<file path="src/rtl/intr_sequencer_if.sv">
// intr_sequencer_if: bundles the controller handshake (IRQ/isr_addr/IACK), CPU retire/mret
// boundary inputs, gie config write and the PC redirect/status outputs of intr_sequencer.
interface intr_sequencer_if #(
    parameter int AW = 32
);
    logic          IRQ;
    logic [AW-1:0] isr_addr;
    logic          IACK;
    logic          retire;
    logic [AW-1:0] pc_next_seq;
    logic          mret;
    logic          cfg_we;
    logic [AW-1:0] cfg_wdata;
    logic          redirect;
    logic [AW-1:0] redirect_pc;
    logic [AW-1:0] epc;
    logic          in_isr;
    logic          gie;

    modport slave (
        input  IRQ, isr_addr, retire, pc_next_seq, mret, cfg_we, cfg_wdata,
        output IACK, redirect, redirect_pc, epc, in_isr, gie
    );

    modport master (
        output IRQ, isr_addr, retire, pc_next_seq, mret, cfg_we, cfg_wdata,
        input  IACK, redirect, redirect_pc, epc, in_isr, gie
    );
endinterface

</file>
<file path="src/rtl/intr_sequencer.sv">
// intr_sequencer: takes a level IRQ at a retire boundary, acknowledges it, saves the return PC,
// redirects fetch to the ISR and restores the PC on mret (single level, no nesting).
// Optional statistics (irq_count, max_latency) are built when INTR_SEQ_STATS_EN is defined.
module intr_sequencer #(
    parameter int AW = 32
`ifdef INTR_SEQ_STATS_EN
    ,
    parameter int CNT_W = 16
`endif
) (
    input  logic            clk,
    input  logic            rst,
    intr_sequencer_if.slave bus
`ifdef INTR_SEQ_STATS_EN
    ,
    output logic [CNT_W-1:0] irq_count,
    output logic [CNT_W-1:0] max_latency
`endif
);
    typedef enum logic [2:0] {IDLE, WAIT_RET, ACK, REDIRECT, IN_ISR, RETURN} state_t;

    state_t        state_q, state_d;
    logic          iack_q, iack_d;
    logic          redirect_q, redirect_d;
    logic          in_isr_q, in_isr_d;
    logic          gie_q, gie_d;
    logic [AW-1:0] redirect_pc_q, redirect_pc_d;
    logic [AW-1:0] epc_q, epc_d;
    logic [AW-1:0] isr_lat_q, isr_lat_d;
    logic          gie_wr;
    logic          enter_ack;
    logic          enter_ret;
    logic          unused_wdata;

    assign unused_wdata = ^bus.cfg_wdata[AW-1:1];

    // next state plus the values every output flop takes in that state
    always_comb begin
        gie_wr = bus.cfg_we ? bus.cfg_wdata[0] : gie_q;
        state_d = state_q;
        case (state_q)
            IDLE:     state_d = (bus.IRQ && gie_q) ? WAIT_RET : IDLE;
            WAIT_RET: state_d = !bus.IRQ ? IDLE : bus.retire ? ACK : !gie_wr ? IDLE : WAIT_RET;
            ACK:      state_d = REDIRECT;
            REDIRECT: state_d = IN_ISR;
            IN_ISR:   state_d = bus.mret ? RETURN : IN_ISR;
            default:  state_d = IDLE;
        endcase
        enter_ack = (state_q == WAIT_RET) && (state_d == ACK);
        enter_ret = (state_q == IN_ISR) && (state_d == RETURN);
        gie_d = enter_ack ? 1'b0 : enter_ret ? 1'b1 : gie_wr;
        epc_d = enter_ack ? bus.pc_next_seq : epc_q;
        isr_lat_d = enter_ack ? bus.isr_addr : isr_lat_q;
        iack_d = state_d == ACK;
        redirect_d = (state_d == REDIRECT) || (state_d == RETURN);
        redirect_pc_d = (state_d == REDIRECT) ? isr_lat_q : (state_d == RETURN) ? epc_q : '0;
        in_isr_d = state_d == IN_ISR;
    end

    // state and registered outputs; reset drops everything at once, mid-sequence included
    always_ff @(posedge clk or negedge rst) begin
        if (!rst) begin
            state_q       <= IDLE;
            iack_q        <= 1'b0;
            redirect_q    <= 1'b0;
            in_isr_q      <= 1'b0;
            gie_q         <= 1'b0;
            redirect_pc_q <= '0;
            epc_q         <= '0;
            isr_lat_q     <= '0;
        end else begin
            state_q       <= state_d;
            iack_q        <= iack_d;
            redirect_q    <= redirect_d;
            in_isr_q      <= in_isr_d;
            gie_q         <= gie_d;
            redirect_pc_q <= redirect_pc_d;
            epc_q         <= epc_d;
            isr_lat_q     <= isr_lat_d;
        end
    end

    assign bus.IACK        = iack_q;
    assign bus.redirect    = redirect_q;
    assign bus.redirect_pc = redirect_pc_q;
    assign bus.epc         = epc_q;
    assign bus.in_isr      = in_isr_q;
    assign bus.gie         = gie_q;

`ifdef INTR_SEQ_STATS_EN
    logic [CNT_W-1:0] cnt_q, cnt_d;
    logic [CNT_W-1:0] lat_q, lat_d;
    logic [CNT_W-1:0] max_q, max_d;
    logic [CNT_W-1:0] lat_inc;

    // lat_q counts WAIT_RET cycles already spent; the ACK-side value includes the current one
    always_comb begin
        lat_inc = &lat_q ? lat_q : lat_q + 1'b1;
        lat_d = (state_q == WAIT_RET) ? lat_inc : '0;
        cnt_d = (enter_ack && !(&cnt_q)) ? cnt_q + 1'b1 : cnt_q;
        max_d = (enter_ack && (lat_inc > max_q)) ? lat_inc : max_q;
    end

    // saturating statistics registers
    always_ff @(posedge clk or negedge rst) begin
        if (!rst) begin
            cnt_q <= '0;
            lat_q <= '0;
            max_q <= '0;
        end else begin
            cnt_q <= cnt_d;
            lat_q <= lat_d;
            max_q <= max_d;
        end
    end

    assign irq_count   = cnt_q;
    assign max_latency = max_q;
`endif

    // IACK and redirect are exclusive and never last more than one cycle
    assert property (@(posedge clk) disable iff (!rst) !(iack_q && redirect_q));
    assert property (@(posedge clk) disable iff (!rst) iack_q |=> !iack_q);
    assert property (@(posedge clk) disable iff (!rst) redirect_q |=> !redirect_q);
endmodule
</file>
<file path="src/flat_wrapper.sv">
// flat-port wrapper written by rule: the top's interface ports become plain ports
module intr_sequencer_flat 
#(
    parameter int AW = 32

)
  (clk, rst, bus_IRQ, bus_isr_addr, bus_retire, bus_pc_next_seq, bus_mret, bus_cfg_we, bus_cfg_wdata, bus_IACK, bus_redirect, bus_redirect_pc, bus_epc, bus_in_isr, bus_gie);
  intr_sequencer_if #(.AW(AW)) bus_i ();
  input  logic clk;
  input  logic rst;
  input wire logic [$bits(bus_i.IRQ)-1:0] bus_IRQ;
  input wire logic [$bits(bus_i.isr_addr)-1:0] bus_isr_addr;
  input wire logic [$bits(bus_i.retire)-1:0] bus_retire;
  input wire logic [$bits(bus_i.pc_next_seq)-1:0] bus_pc_next_seq;
  input wire logic [$bits(bus_i.mret)-1:0] bus_mret;
  input wire logic [$bits(bus_i.cfg_we)-1:0] bus_cfg_we;
  input wire logic [$bits(bus_i.cfg_wdata)-1:0] bus_cfg_wdata;
  output wire logic [$bits(bus_i.IACK)-1:0] bus_IACK;
  output wire logic [$bits(bus_i.redirect)-1:0] bus_redirect;
  output wire logic [$bits(bus_i.redirect_pc)-1:0] bus_redirect_pc;
  output wire logic [$bits(bus_i.epc)-1:0] bus_epc;
  output wire logic [$bits(bus_i.in_isr)-1:0] bus_in_isr;
  output wire logic [$bits(bus_i.gie)-1:0] bus_gie;
  assign bus_i.IRQ = bus_IRQ;
  assign bus_i.isr_addr = bus_isr_addr;
  assign bus_i.retire = bus_retire;
  assign bus_i.pc_next_seq = bus_pc_next_seq;
  assign bus_i.mret = bus_mret;
  assign bus_i.cfg_we = bus_cfg_we;
  assign bus_i.cfg_wdata = bus_cfg_wdata;
  assign bus_IACK = bus_i.IACK;
  assign bus_redirect = bus_i.redirect;
  assign bus_redirect_pc = bus_i.redirect_pc;
  assign bus_epc = bus_i.epc;
  assign bus_in_isr = bus_i.in_isr;
  assign bus_gie = bus_i.gie;
  intr_sequencer #(.AW(AW)) u_core (.clk(clk), .rst(rst), .bus(bus_i));
endmodule
</file>
<file path="config.mk">
export PLATFORM = sky130hd
export DESIGN_NAME = intr_sequencer_flat
export DESIGN_NICKNAME = d
export VERILOG_FILES = /design/src/rtl/intr_sequencer_if.sv /design/src/rtl/intr_sequencer.sv /design/src/flat_wrapper.sv
export SDC_FILE = /design/constraint.sdc
export NUM_CORES = 1
export LEC_CHECK = 0
export ABC_AREA = 1
export CAP_MARGIN = 20
export CORE_ASPECT_RATIO = 1.25
export CORE_MARGIN = 3
export CORE_UTILIZATION = 42
export DETAILED_ROUTE_END_ITERATION = 8
export MAX_ROUTING_LAYER = met4
export PLACE_DENSITY_LB_ADDON = 0.05
export SETUP_SLACK_MARGIN = 0.15
export SLEW_MARGIN = 20
export SYNTH_ARGS = -nofsm -noshare
export SYNTH_HDL_FRONTEND = slang
export SYNTH_SLANG_ARGS = --single-unit
export TNS_END_PERCENT = 1
</file>
<file path="constraint.sdc">
create_clock -name clk -period 1.6 [get_ports clk]
set_input_delay 0.4 -clock clk [delete_from_list [all_inputs] [get_ports clk]]
set_output_delay 0.4 -clock clk [all_outputs]
set_load 0.01 [all_outputs]
</file>
==> results of run 1 <==
## Yosys cell counts, drive strengths merged
cell type	count
clkbuf	5
buf	18
nand3	36
nand2	267
o21ai	2
inv	9
nor2	4
dfrtp	103
## area by class of cell
class / instances / area [sq um]
Clock buffer: 12 / 236
Clock inverter: 4 / 56.3
Fill cell: 830 / 3400
Inverter: 9 / 33.8
Multi-Input combinational cell: 309 / 1220
Sequential cell: 103 / 2580
Tap cell: 123 / 154
Timing Repair Buffer: 156 / 1540
## registers in the layout (all words and copies together) (netlist names)
signal	cells
u_core.bus.in_isr	1
u_core.bus.gie	1
u_core.state_q	3
u_core.bus.IACK	1
u_core.bus.epc	32
u_core.isr_lat_q	32
u_core.bus.redirect	1
u_core.bus.redirect_pc	32
## metrics by stage
| stage | util | setup slack [ns] | instance area, sq um |
|---|---|---|---|
| final | 0.631 | 0.168 | 5820 |
| after detailed placement | 0.608 | 0.0110 | 5600 |
| after floorplan | - | 0.314 | 4000 |
| after global routing | 0.631 | 0.128 | 5820 |
| after CTS | 0.630 | 0.152 | 5810 |
| after global placement | 0.608 | 0.0324 | 5600 |
## metal layers
layer	part of all wire	vias to the layer above	track usage
met5	0	-	-
li1	-	1641	-
met2	0.49	90	0.309
met1	0.44	1571	0.244
met4	0.011	0	0.0528
met3	0.057	7	0.0452
## power by group
part	internal [W]	switching (W)	leakage [nW]
logic	0.00141	0.00172	1.79
registers	0.00361	0.000560	1.34
clock network	0.00122	0.000918	0.141
## worst max path at each step
stage / to / slack (ns) / depth (start not counted)
CTS: bus_epc[29] / 0.15 / 1
global placement: u_core.isr_lat_q[14] / 0.03 / 6
finish: bus_epc[29] / 0.17 / 1
detailed placement: u_core.isr_lat_q[1] / 0.01 / 6
floorplan: u_core.isr_lat_q[12] / 0.31 / 8
global route: bus_epc[26] / 0.13 / 1
## logic make-up (layout without fill, tap and decap cells)
family | count (synthesis) | after routing | synth area share
flip-flops | 103 | 103 | 0.645
buffers and inverters | 32 | 181 | 0.0510
AND/OR/NAND/NOR | 307 | 307 | 0.302
AO/OA/AOI/OAI | 2 | 2 | 0.00250
## repair_timing
item                       CTS  global route
hold endpoints to repair     0             0
setup endpoints to repair   68            25
gates resized for setup     68             0
buffers inserted             0             1
gates cloned                 0             0
==> results.md, run 1 <==
- Reg-to-reg startpoint: u_core.state_q[2]
- Final #Nets: 690
- Slew margin rel.: 0.716
- Critical-path top delay cell: dfrtp_1
- R2R cell count: 7
- Library cells used by synthesis: 14
- Remaining DRCs: 0
- Critical Path RT: approximately 1.2 ns
- Drt pass-1 iters: 4
- Placed Instances: about 700
- H-tree levels: 3
- Fmax: 699 MHz
- Routed Antenna Nets: 0
- Data arrival, critical path: between 1 and 1.5 ns
- IO Count: 170
- Reg2reg end: u_core.bus.in_isr
- Crit Path Max Fanout: 3
- Worst Tran Pin Value: ~0.43 ns
- TritonCTS clock tree: yes
- Dpl hpwl: between 6000 and 7000 microns
- Crit path launch type: flop
- Core Region: around 9000 sq um
- Status: finished with violations
- Port Buffers: ~140
- Slowest Stage Delay on Critical Path: just over 0.4 ns
- Family with the most delay on the worst path: flip-flops
- Initial drt markers: ~150
- CP Cell Sequence: dlygate4sd2_1
- Synthesis-to-finish area growth: 45.5%
- CTS Buf Count: 9
- Clock Skew: ~0.0071 ns
- Detailed-route vias per instance: around 4.6
- Mapped Area: about 4000 sq um
- Clock Sinks: about 100
- Pin count of the biggest net entering global routing: 36
- Overflow after GRT: 0
- Non-Filler Instances: between 700 and 800
- Final wirelength: 9460 microns
- Final worst-path cycle share: 0.895
- Clk slew on worst S/H paths: approximately 0.07 ns
- RSZ-0062 raised after global routing: yes
- Post-synthesis instance total: 444
- Syn nets: between 500 and 600
- Setup TNS Final: 0 ns
- Commonest non-fill, non-tap cell in the layout: nand2_1
- Synth area leader: dfrtp_1
- Initial antenna violation count: 0
- Vias in the first global route: between 3k and 4k
- Tmin final: 1.43 ns
- Total Routing Usage GR: 0.192
- VDD IR-drop max: 0.717 mV
- Static Leak: about 3.3 nW
- Flop2flop setup slack: ~0.26 ns
- Worst hold path type: input port to async pin
- Synth warn: 0
- Buffers & Inverters on Critical Path: 1
- Max-slew violation count: 0
- Finish-stage setup viols: 0
- # hold bufs at CTS: 0
- Register area share after synthesis: 0.645
- Via count: ~3.3k
- Syn Area/Cell: between 9 and 10 sq um
- Most frequent cells in the layout: nand2_1, dfrtp_1, clkdlybuf4s50_1
- Global-route wire length before repair: about 16,000 microns
- Setup CP Type: flop to output pin
- Clock root buffer: clkbuf_16
- DIE AREA: ~11,000 sq um
- Layout cells sized above 1: 0.0641
- Fin. Hold Viols: 4
- Placer Congestion: 0.767
- Share of the synthesized area in the top cell type: 0.645
- # rows: 39
- N_diodes: 0
- Total Power: around 0.0094 W
- Clk Latency, worst-skew pair: 0.33 ns
- Failing checks: negative hold slack
- Die W: 93.3 microns
- Starting Density: 0.434
- Main area contributors after synthesis: dfrtp_1, nand2_1, nand3_1, buf_6, buf_2
- Final hold slack: -0.00911 ns
- WL per Instance: between 10 and 15 microns
- Power Density: roughly 1600 nW/um^2
- Clock buffer depth: 2
- Die Y: around 120 microns
- CP startpoint: u_core.bus.epc[29]
- Crit. End Element: output pin
- Synth Register Bits: between 100 and 150
- Max_cap viols: 0
No activity file was read; power rests on OpenSTA's default activity.
==> run 2, diff against run 1 <==
--- a/config.mk
+++ b/config.mk
@@ -10,6 +10,7 @@
 export CORE_ASPECT_RATIO = 1.25
 export CORE_MARGIN = 3
 export CORE_UTILIZATION = 42
+export CTS_CLUSTER_DIAMETER = 100
 export DETAILED_ROUTE_END_ITERATION = 8
 export MAX_ROUTING_LAYER = met4
 export PLACE_DENSITY_LB_ADDON = 0.05
==> results of run 2 <==
The final DEF is identical to that of run 1; final timing and power are the same.
